`src/rtl/riscv_pkg.sv`:
```
// Shared RV32I encodings used by the ID/EX issue logic: opcodes, shift funct fields
// and the shifter's type codes.
package riscv_pkg;

    localparam logic [6:0] OPC_LOAD   = 7'b0000011;
    localparam logic [6:0] OPC_OP_IMM = 7'b0010011;
    localparam logic [6:0] OPC_AUIPC  = 7'b0010111;
    localparam logic [6:0] OPC_OP     = 7'b0110011;
    localparam logic [6:0] OPC_LUI    = 7'b0110111;
    localparam logic [6:0] OPC_JALR   = 7'b1100111;
    localparam logic [6:0] OPC_JAL    = 7'b1101111;

    localparam logic [2:0] F3_SLL = 3'b001;
    localparam logic [2:0] F3_SRX = 3'b101;
    localparam logic [6:0] F7_BASE = 7'b0000000;
    localparam logic [6:0] F7_ALT  = 7'b0100000;

    typedef enum logic [1:0] {
        SH_SRL  = 2'b00,
        SH_SLL  = 2'b01,
        SH_SRA  = 2'b10,
        SH_PASS = 2'b11
    } shift_type_e;

    function automatic logic writes_rd(input logic [6:0] opc);
        return (opc == OPC_OP)  || (opc == OPC_OP_IMM) || (opc == OPC_LOAD) ||
               (opc == OPC_LUI) || (opc == OPC_AUIPC)  || (opc == OPC_JAL)  ||
               (opc == OPC_JALR);
    endfunction

endpackage

```
`src/rtl/fwd_mux.sv`:
```
// EX-stage operand forwarding: EX/MEM result beats MEM/WB result beats register data.
module fwd_mux
    import riscv_pkg::*;
#(
    parameter int XLEN = 32
) (
    input  logic [4:0]      src_idx_i,
    input  logic [XLEN-1:0] reg_data_i,
    input  logic            exmem_regwrite_i,
    input  logic [4:0]      exmem_rd_i,
    input  logic [XLEN-1:0] exmem_result_i,
    input  logic            memwb_regwrite_i,
    input  logic [4:0]      memwb_rd_i,
    input  logic [XLEN-1:0] memwb_result_i,
    output logic [XLEN-1:0] data_o
);

    logic hit_exmem;
    logic hit_memwb;

    assign hit_exmem = exmem_regwrite_i && (exmem_rd_i != 5'd0) && (exmem_rd_i == src_idx_i);
    assign hit_memwb = memwb_regwrite_i && (memwb_rd_i != 5'd0) && (memwb_rd_i == src_idx_i);

    assign data_o = hit_exmem ? exmem_result_i :
                    hit_memwb ? memwb_result_i : reg_data_i;

endmodule

```
`src/rtl/id_ex_shift_issue.sv`:
```
// ID/EX pipeline register with shift decode, operand forwarding, load-use bubble
// insertion and a retired-shift counter for the EX-stage shifter.
module id_ex_shift_issue
    import riscv_pkg::*;
#(
    parameter int XLEN = 32
) (
    input  logic            clk,
    input  logic            rst,
    input  logic            stall,
    input  logic            flush,
    input  logic            id_valid,
    input  logic [6:0]      id_opcode,
    input  logic [2:0]      id_funct3,
    input  logic [6:0]      id_funct7,
    input  logic [4:0]      id_rs1,
    input  logic [4:0]      id_rs2,
    input  logic [4:0]      id_rd,
    input  logic [XLEN-1:0] id_rs1_data,
    input  logic [XLEN-1:0] id_rs2_data,
    input  logic [XLEN-1:0] id_imm,
    input  logic            exmem_regwrite,
    input  logic [4:0]      exmem_rd,
    input  logic [XLEN-1:0] exmem_result,
    input  logic            memwb_regwrite,
    input  logic [4:0]      memwb_rd,
    input  logic [XLEN-1:0] memwb_result,
    output logic            hazard_stall,
    output logic            ex_valid,
    output logic [XLEN-1:0] ex_a,
    output logic [4:0]      ex_shamt,
    output logic [1:0]      ex_type,
    output logic            ex_is_shift,
    output logic            ex_illegal,
    output logic [4:0]      ex_rd,
    output logic            ex_regwrite,
    output logic [31:0]     shift_count
);

    logic            valid_q;
    logic [6:0]      opcode_q;
    logic [2:0]      funct3_q;
    logic [6:0]      funct7_q;
    logic [4:0]      rs1_q, rs2_q, rd_q;
    logic [XLEN-1:0] rs1_data_q, rs2_data_q, imm_q;
    logic            is_load_q;
    logic            regwrite_q;
    logic [31:0]     shift_count_q;
    logic [31:0]     shift_count_d;

    logic [XLEN-1:0] rs1_fwd, rs2_fwd;
    shift_type_e     type_w;
    logic [4:0]      shamt_w;
    logic            is_shift_w;
    logic            illegal_w;

    // Only the rs2 field of register-register ops names a real source register.
    assign hazard_stall = valid_q && is_load_q && (rd_q != 5'd0) &&
                          ((rd_q == id_rs1) || ((rd_q == id_rs2) && (id_opcode == OPC_OP)));

    always_ff @(posedge clk or posedge rst) begin
        if (rst) begin
            valid_q    <= 1'b0;
            opcode_q   <= '0;
            funct3_q   <= '0;
            funct7_q   <= '0;
            rs1_q      <= '0;
            rs2_q      <= '0;
            rd_q       <= '0;
            rs1_data_q <= '0;
            rs2_data_q <= '0;
            imm_q      <= '0;
            is_load_q  <= 1'b0;
            regwrite_q <= 1'b0;
        end else if (flush) begin
            valid_q <= 1'b0;
        end else if (!stall) begin
            if (hazard_stall) begin
                valid_q <= 1'b0;
            end else begin
                valid_q    <= id_valid;
                opcode_q   <= id_opcode;
                funct3_q   <= id_funct3;
                funct7_q   <= id_funct7;
                rs1_q      <= id_rs1;
                rs2_q      <= id_rs2;
                rd_q       <= id_rd;
                rs1_data_q <= id_rs1_data;
                rs2_data_q <= id_rs2_data;
                imm_q      <= id_imm;
                is_load_q  <= (id_opcode == OPC_LOAD);
                regwrite_q <= writes_rd(id_opcode);
            end
        end
    end

    fwd_mux #(.XLEN(XLEN)) u_fwd_rs1 (
        .src_idx_i        (rs1_q),
        .reg_data_i       (rs1_data_q),
        .exmem_regwrite_i (exmem_regwrite),
        .exmem_rd_i       (exmem_rd),
        .exmem_result_i   (exmem_result),
        .memwb_regwrite_i (memwb_regwrite),
        .memwb_rd_i       (memwb_rd),
        .memwb_result_i   (memwb_result),
        .data_o           (rs1_fwd)
    );

    fwd_mux #(.XLEN(XLEN)) u_fwd_rs2 (
        .src_idx_i        (rs2_q),
        .reg_data_i       (rs2_data_q),
        .exmem_regwrite_i (exmem_regwrite),
        .exmem_rd_i       (exmem_rd),
        .exmem_result_i   (exmem_result),
        .memwb_regwrite_i (memwb_regwrite),
        .memwb_rd_i       (memwb_rd),
        .memwb_result_i   (memwb_result),
        .data_o           (rs2_fwd)
    );

    always_comb begin
        type_w     = SH_PASS;
        shamt_w    = 5'd0;
        is_shift_w = 1'b0;
        illegal_w  = 1'b0;
        if (valid_q && ((opcode_q == OPC_OP) || (opcode_q == OPC_OP_IMM)) &&
            ((funct3_q == F3_SLL) || (funct3_q == F3_SRX))) begin
            if (funct7_q == F7_BASE) begin
                is_shift_w = 1'b1;
                type_w     = (funct3_q == F3_SLL) ? SH_SLL : SH_SRL;
            end else if ((funct7_q == F7_ALT) && (funct3_q == F3_SRX)) begin
                is_shift_w = 1'b1;
                type_w     = SH_SRA;
            end else begin
                illegal_w  = 1'b1;
            end
            if (is_shift_w) begin
                shamt_w = (opcode_q == OPC_OP) ? rs2_fwd[4:0] : imm_q[4:0];
            end
        end
    end

    assign shift_count_d = shift_count_q + 32'd1;

    always_ff @(posedge clk or posedge rst) begin
        if (rst) begin
            shift_count_q <= '0;
        end else if (is_shift_w && !stall) begin
            shift_count_q <= shift_count_d;
        end
    end

    assign ex_valid    = valid_q;
    assign ex_a        = rs1_fwd;
    assign ex_shamt    = shamt_w;
    assign ex_type     = type_w;
    assign ex_is_shift = is_shift_w;
    assign ex_illegal  = illegal_w;
    assign ex_rd       = rd_q;
    assign ex_regwrite = valid_q && regwrite_q;
    assign shift_count = shift_count_q;

    logic unused_bits;
    assign unused_bits = ^{imm_q[XLEN-1:5], rs2_fwd[XLEN-1:5]};

endmodule

```
`config.mk`:
```
export PLATFORM = sky130hd
export DESIGN_NAME = id_ex_shift_issue
export DESIGN_NICKNAME = d
export VERILOG_FILES = /design/src/rtl/riscv_pkg.sv /design/src/rtl/fwd_mux.sv /design/src/rtl/id_ex_shift_issue.sv
export SDC_FILE = /design/constraint.sdc
export NUM_CORES = 1
export LEC_CHECK = 0
export BUFFER_PORTS_ARGS = -buffer_cell sky130_fd_sc_hd__buf_2
export CAP_MARGIN = 20
export CORE_AREA = 4 4 165 87
export DETAILED_ROUTE_END_ITERATION = 16
export DIE_AREA = 0 0 169 91
export PLACE_DENSITY = 0.8
export SYNTH_ARGS = -nofsm -noshare
export SYNTH_HDL_FRONTEND = slang
export SYNTH_SLANG_ARGS = --single-unit
```
`constraint.sdc`:
```
create_clock -name clk -period 3.8 [get_ports clk]
set_input_delay 0.57 -clock clk [delete_from_list [all_inputs] [get_ports clk]]
set_output_delay 0.57 -clock clk [all_outputs]
set_load 0.02 [all_outputs]
```
Word level (Yosys, flattened, before mapping):

Index checks and enable logic that the tools add are counted.

* add/sub/neg operators: 1
* equality and inequality tests: 19
* muxes and demuxes: 21
* bitwise gates (word level): 3
* reduce and logical (&&, ||, !) cells: 30

Operator list (number)
* $mux 32: 2
* $add 32x1->32 const B: 1
* $eq 5x5->1: 6
* $eq 7x6->1 const B: 4
* $mux 5: 5
* $eq 7x5->1 const B: 3
* $logic_and 1x1->1: 15
* $reduce_bool 5->1: 3
* $eq 7x7->1 const B: 2
* $mux 1: 12
* $logic_or 1x1->1: 9
* $eq 7x2->1 const B: 1
* $logic_not 7->1: 1
* $mux 2: 2
* $eq 3x1->1 const B: 1
* $eq 3x3->1 const B: 1
* $not 1->1: 3
* $reduce_and 3->1: 1
* $ne 2x1->1 const B: 1
* $logic_not 1->1: 1

* flip-flop bits (word level): 109
* input bits: 209
* output and inout port bits: 81
* word-level logic and storage cells: 87

Logic depth before layout (Yosys ltp):

Gate-level depths: netlist (run 1).

* depth in word-level cells: 8
* gate-level depth with buffers: 7
* mapped depth without buffers: 6

Cells and area by module:

A second synthesis (run 1) with hierarchy kept.

* cell total of the unflattened synthesis: 778
* area, all modules: 8262.9 µm²

Modules (own cells, without submodules)
* id_ex_shift_issue: times used 1, cells each 408, area an instance 5928.2 µm², seq. area each 3403.3 µm²
* fwd_mux: times used 2, cells each 185, area an instance 1167.4 µm², seq. area each 0.0 µm²

Worst setup path before layout (run 1):

OpenSTA, ideal clock, no wires.

* kind: in2out
* start: input port exmem_rd[0]
* end: output port ex_a[10]
* arrival: 2076 ps
* required time: 3230 ps
* slack: 1154 ps
* stages on the path: 7
* buffers on the path: 2
* cells stage by stage: or4_1 -> o21ai_0 -> or4_1 -> buf_2 -> buf_2 -> nor2_1 -> a21oi_1

* word-level cells in the longest chain between the ends: 4
* elaborated cells on any way between the ends: 5
* classes of those cells: eq/ne (1); mux (1); reduce/logical (3)

RTL lines
* from (decl): line id_ex_shift_issue.sv:23 `input logic [4:0] exmem_rd,`
* $reduce_bool 5->1: line fwd_mux.sv:21 `assign hit_exmem = exmem_regwrite_i && (exmem_rd_i != 5'd0) && (exmem_rd_i == src_idx_i);`
* $logic_and 1x1->1: line fwd_mux.sv:21
* $logic_and 1x1->1 *: line fwd_mux.sv:21
* $mux 32 *: line fwd_mux.sv:24 `assign data_o = hit_exmem ? exmem_result_i :`
* to (decl): line id_ex_shift_issue.sv:30 `output logic [XLEN-1:0] ex_a,`

Every way passes the cells marked *; elsewhere a longest branch is shown, timed or not.

Final worst setup path (run 1):

* start: register funct7_q[0]
* end: output port ex_shamt[2]

* word-level cells in the longest chain between the ends: 7
* elaborated cells on any way between the ends: 8
* classes of those cells: eq/ne (1); mux (5); reduce/logical (2)

RTL lines
* from (decl): line id_ex_shift_issue.sv:43 `logic [6:0] funct7_q;`
* from (signal assigned): line id_ex_shift_issue.sv:84 `funct7_q <= id_funct7;`
* $eq 7x6->1: line id_ex_shift_issue.sv:131 `end else if ((funct7_q == F7_ALT) && (funct3_q == F3_SRX)) begin`
* $logic_and 1x1->1: line id_ex_shift_issue.sv:131
* $mux 1: line id_ex_shift_issue.sv:131
* $mux 1 *: line id_ex_shift_issue.sv:128 `if (funct7_q == F7_BASE) begin`
* $mux 1 *: line id_ex_shift_issue.sv:126 `if (valid_q && ((opcode_q == OPC_OP) || (opcode_q == OPC_OP_IMM)) &&`
* $mux 5 *: line id_ex_shift_issue.sv:137 `if (is_shift_w) begin`
* $mux 5 *: line id_ex_shift_issue.sv:126
* to (decl): line id_ex_shift_issue.sv:31 `output logic [4:0] ex_shamt,`

Every way passes the cells marked *; elsewhere a longest branch is shown, timed or not. The select of a mux whose other input is x is not followed.

==> results of run 1 <==
==> routing by layer <==
layer / share of wire [%] / vias up / global-route usage, %
li1: - / 2240 / -
met1: 40 / 2289 / 23.3
met2: 53 / 120 / 35.0
met3: 6.0 / 15 / 4.77
met4: 1.2 / 0 / 3.95
met5: 0 / - / 0
==> Yosys cell counts, types with 2 or more instances <==
cell / n / area (um2)
and4_1: 6 / 52.6
o21ai_0: 2 / 10.0
clkbuf_1: 5 / 18.8
mux2i_1: 36 / 360
buf_6: 4 / 45.0
o211ai_1: 4 / 30.0
nand4_1: 12 / 75.1
xor2_1: 19 / 166
dfrtp_1: 109 / 2730
and3_1: 5 / 31.3
a21oi_1: 34 / 170
buf_12: 4 / 80.1
inv_1: 4 / 15.0
and2_1: 2 / 12.5
mux2_4: 40 / 601
buf_4: 4 / 30.0
or4_1: 4 / 30.0
nor3_1: 8 / 40.0
buf_2: 5 / 25.0
nand3_1: 17 / 85.1
nand2b_1: 2 / 12.5
nor2_1: 40 / 150
mux2_2: 37 / 417
xnor2_1: 42 / 368
nor4_2: 3 / 37.5
or2_2: 4 / 25.0
nand3b_1: 7 / 52.6
nand2_1: 15 / 56.3
==> power by group through the flow <==
stage | Clock (mW) | Combinational [mW] | Sequential (mW)
6_report | 0.960 | 0.665 | 1.37
5_1_grt | 1.04 | 0.723 | 1.39
4_1_cts | 0.987 | 0.673 | 1.37
3_5_place_dp | 0 | 0.667 | 1.39
3_3_place_gp | 0 | 0.652 | 1.39
2_1_floorplan | 0 | 0.457 | 1.38
==> worst max-delay path, stage by stage, from the launching register on <==
cell      delay [ns]
dfrtp_1         0.41
nor4_4          0.39
nand4_4         0.22
or2_2           0.37
inv_1           0.28
nand3b_1        0.21
o211ai_1        0.24
buf_2           0.20
==> state kept, by name, indices dropped and copies added, names as in the netlist, 3 cells and up <==
name	cells
funct7_q	7
imm_q	5
ex_rd	5
funct3_q	3
opcode_q	7
rs2_data_q	5
rs1_data_q	32
shift_count	32
rs2_q	5
rs1_q	5
==> path summary, 6_finish.rpt <==
| kind | end | slack (ns) |
|---|---|---|
| max | ex_shamt[2] | 0.55 |
| min | rs2_data_q[3] | 0.40 |
| max reg2reg | rs1_data_q[17] | 1.15 |
| min reg2reg | shift_count[31] | 0.48 |
| max in group asynchronous | rs1_data_q[30] | 2.59 |
| min in group clk | ex_valid | 0.41 |
==> final cells by class <==
cell class	count	area, um2
Clock buffer	11	233
Clock inverter	5	66.3
Fill cell	1043	5120
Inverter	4	17.5
Multi-Input combinational cell	361	3040
Sequential cell	109	2730
Tap cell	170	213
Timing Repair Buffer	243	1250
==> cells by family after synthesis <==
group                      Yosys count  share of synthesized area [%]
AOI/OAI and AO/OA                   49                           4.89
muxes                              113                           23.1
and+or+nand+nor                    137                           13.5
buffers and inverters               26                           3.59
adders and majority gates            1                          0.210
xor gates and xnor gates            61                           8.96
DFF                                109                           45.7
==> results.tsv, run 1 <==
metric	value	unit
status	finished, final reports clean	
cts_made_buffers	9	
grt_pass1_wl	24100	um
swShare	28.5	%
slew_viol_final	0	
fp.dieH	91	um
netlist_area	0.00597	mm2
num_rows	29	
overflow	0	
crit_required	3.23	ns
final_util	59.6	%
cts-root-buf	clkbuf_16	
yosysWarnings	0	
final_hold_viol_count	0	
avgViaCountPerCell	5.17	
drive_above_1_share	47.9	%
dp_hpwl	11400	um
cts_max_path_buffers	2	
synthCells	496	
maxCapViolCount	0	
final_common_cell	buf_2	
clockPowerShare	32.0	%
io_pins	290	
fin_crit_sh	85.4	%
grt_max_degree	71	
dieWidth	169	um
diodes	0	
mostFrequentLayoutCells	buf_2 (235), dfrtp_1 (109), xnor2_1 (42)	
hold_ws	0.398	ns
relSlewSlack	43.3	%
cp.arrival	2.68	ns
nets	938	
max_freq	0.308	GHz
ir_drop	0.000196	V
clkSinkCount	109	
total_power	3.00	mW
routabilityCongestion	0.797	
ys_async_sr_fraction	100	%
comb_power_share	22.2	%
gr-usage-all-layers	19.2	%
hold_class	in2async	
vias	4664	
path_clk_slew	0.07	ns
reg2reg_from	ex_rd[1]	
yosysSeqAreaShare	45.7	%
cp-start-kind	flip-flop	
post-route-drc-count	0	
yosysUniqueCellTypes	50	
rsz0062_at_grt	no	
synth_edf_count	0	
dp_cells	887	
ys_ff_latch	109	
dr.pass1.iters	4	
routedWlPerCell	16.7	um
finalWirelength	15000	um
powerDensity	397	mW/mm2
critPathKind	reg2out	
grt_antenna_before_repair	0	
cts_setup_buffers	0	
clock_latency	0.35	ns
postRouteAntennaNets	0	
syn_area_per_cell	12.0	um2
stdcell_count	903	
syn-num-nets	706	
finalCriticalPeriod	3.25	ns
cts_tree	done	
worst_pin_slew	0.851	ns
finClkSkew	0.0115	ns
io_buffers	235	
leakage	3.59	nW
internal_power	2.14	mW
place_ws	0.783	ns
drtIter0Drc	192	
synthFlopType	dfrtp_1	
core	0.0127	mm2
htreeDepth	3	
p_seq_share	45.8	%
cts-resized-gates	0	
setup_tns	0	ns
worst_setup_path_end_kind	output port	
start_util	47.1	%
fin_area	0.00755	mm2
setup_viol	0	
areaGrowthSynthToFinish	26.5	%
grt_pass1_vias	4705	
power.net_switching	0.854	mW
crit_fanout	11	
dieArea	0.0154	mm2
hold_buffers	0	
r2r_cells	5	
place_area	0.00725	mm2
fin_ws	0.555	ns
crit_start	funct7_q[0]	
Power figures use the tool's default switching activity.
==> inputs of run 2 (changes only) <==
CTS_CLUSTER_SIZE = 28   (was not set)
GPL_TIMING_DRIVEN = 0   (was not set)
==> run 2 against run 1 <==
Net effect: total power shrank 0.37%; non-clock buffer count grew 15; register-to-register slack gained 0.46 ns; largest cell class unchanged; largest power group unchanged; worst hold slack lost 0.062 ns; cell count grew 1.7%; combinational power grew 3.8%; die area is the same; critical path depth is the same; core utilization grew 1.0 points.
==> results.tsv, run 2 (same netlist as run 1, synthesis figures left out) <==
metric	value	unit	change
status	finished, final reports clean		
hold_class	in2async		
final_common_cell	buf_2		
total_power	2.99	mW	-0.37%
fin_area	0.00767	mm2	+1.7%
setup_viol	0		unchanged
fp.dieH	91	um	unchanged
postRouteAntennaNets	0		unchanged
start_util	47.1	%	unchanged
cts_max_path_buffers	2		unchanged
grt_pass1_vias	5037		+7.1%
path_clk_slew	0.08	ns	about the same
clkSinkCount	109		unchanged
cp.arrival	2.63	ns	-0.05 ns
mostFrequentLayoutCells	buf_2 (240), dfrtp_1 (109), xnor2_1 (42)		
diodes	0		unchanged
hold_buffers	0		unchanged
clock_latency	0.35	ns	about the same
cts_tree	done		
cp-start-kind	flip-flop		
vias	4738		+1.6%
areaGrowthSynthToFinish	28.6	%	
drive_above_1_share	48.4	%	+0.51 points
cts_setup_buffers	0		unchanged
drtIter0Drc	185		-3.6%
place_area	0.00738	mm2	+1.9%
dr.pass1.iters	4		unchanged
cts-root-buf	clkbuf_16		
powerDensity	389	mW/mm2	-2.0%
avgViaCountPerCell	5.16		about the same
htreeDepth	3		unchanged
grt_max_degree	58		-18%
num_rows	29		unchanged
max_freq	0.312	GHz	+1.4%
routedWlPerCell	17.5	um	+5.0%
worst_pin_slew	0.882	ns	+0.0313 ns
crit_required	3.23	ns	about the same
overflow	0		unchanged
finalCriticalPeriod	3.20	ns	-0.0442 ns
rsz0062_at_grt	no		
fillers	1043		unchanged
io_buffers	235		unchanged
relSlewSlack	40.7	%	-2.6 points
maxCapViolCount	0		unchanged
core	0.0127	mm2	unchanged
dieArea	0.0154	mm2	unchanged
grt_antenna_before_repair	0		unchanged
routabilityCongestion	0.828		+4.0%
gr-usage-all-layers	20.6	%	+1.4 points
dieWidth	169	um	unchanged
cts_made_buffers	9		unchanged
leakage	3.66	nW	+1.8%
cts-resized-gates	0		unchanged
finalWirelength	16100	um	+6.8%
critPathKind	reg2out		
fin_crit_sh	84.2	%	-1.2 points
ir_drop	0.000231	V	+18%
final_hold_viol_count	0		unchanged
grt_pass1_wl	25800	um	+7.2%
post-route-drc-count	0		unchanged
nets	953		+1.6%
io_pins	290		unchanged
dp_hpwl	12500	um	+9.6%
crit_fanout	10		-1
finClkSkew	0.0142	ns	+0.00270 ns
worst_setup_path_end_kind	output port		
slew_viol_final	0		unchanged
run 2: cell types whose count changed in the layout (fill, tap and decap cells not counted), sizes merged:
cell    before  now
clkinv       1    2
inv          6    8
buf        243  253
bufinv       1    0
clkbuf      11   14
run 2: critical path, cell delays in order, from the launching register on:
cell	delay (ns)
dfrtp_1	0.43
xnor2_1	0.18
nand3_1	0.10
nor4_2	0.78
buf_6	0.28
mux2i_1	0.23
a21oi_1	0.09
buf_2	0.19
run 2: power breakdown:
part           leakage, nW  switching [mW]  internal, mW  total (mW)
Sequential            1.35          0.0946          1.28        1.37
Combinational         2.17           0.334         0.356       0.690
Clock                0.140           0.462         0.462       0.924
run 2: path summary, 6_finish.rpt:
kind                            cells past startpoint             from  slack (ns)         endpoint
min in group clk                                    2            flush        0.43         ex_valid
worst max register to register                      6         ex_rd[1]        1.61   rs1_data_q[23]
max in group asynchronous                           3              rst        2.76      funct3_q[0]
worst max-delay path                                7         rs1_q[2]        0.60         ex_a[18]
worst min-delay path                                2              rst        0.34    rs1_data_q[2]
worst min register to register                      1  shift_count[25]        0.49  shift_count[25]
run 2: per-stage QoR:
stage	TNS, ns	util (%)	setup slack [ns]	hold WS, ns	std cells
floorplan	0	-	0.356	0.473	496
global placement	-98.39	58.1	-0.906	0.472	901
detailed placement	0	58.3	0.630	0.480	902
CTS	0	60.6	0.520	0.360	918
global route	0	60.6	0.388	0.403	918
finish	0	60.6	0.599	0.336	918
run 2: routing by layer:
layer  global-route usage (%)  share of wire, %
met2                     37.3                51
met4                     5.36               1.9
met1                     25.3                42
met3                     4.03               4.6
met5                        0                 0
run 2: cell type report:
| cell class | count | area, um2 | share of cell area, % |
|---|---|---|---|
| multi-input combinational | 361 | 3020 | 39.4 |
| sequential | 109 | 2730 | 35.5 |
| timing repair buffer | 236 | 1200 | 15.7 |
| clock buffer | 9 | 225 | 2.93 |
| tap | 170 | 213 | 2.77 |
| buffer | 22 | 199 | 2.59 |
| clock inverter | 7 | 65.1 | 0.848 |
| inverter | 4 | 17.5 | 0.228 |
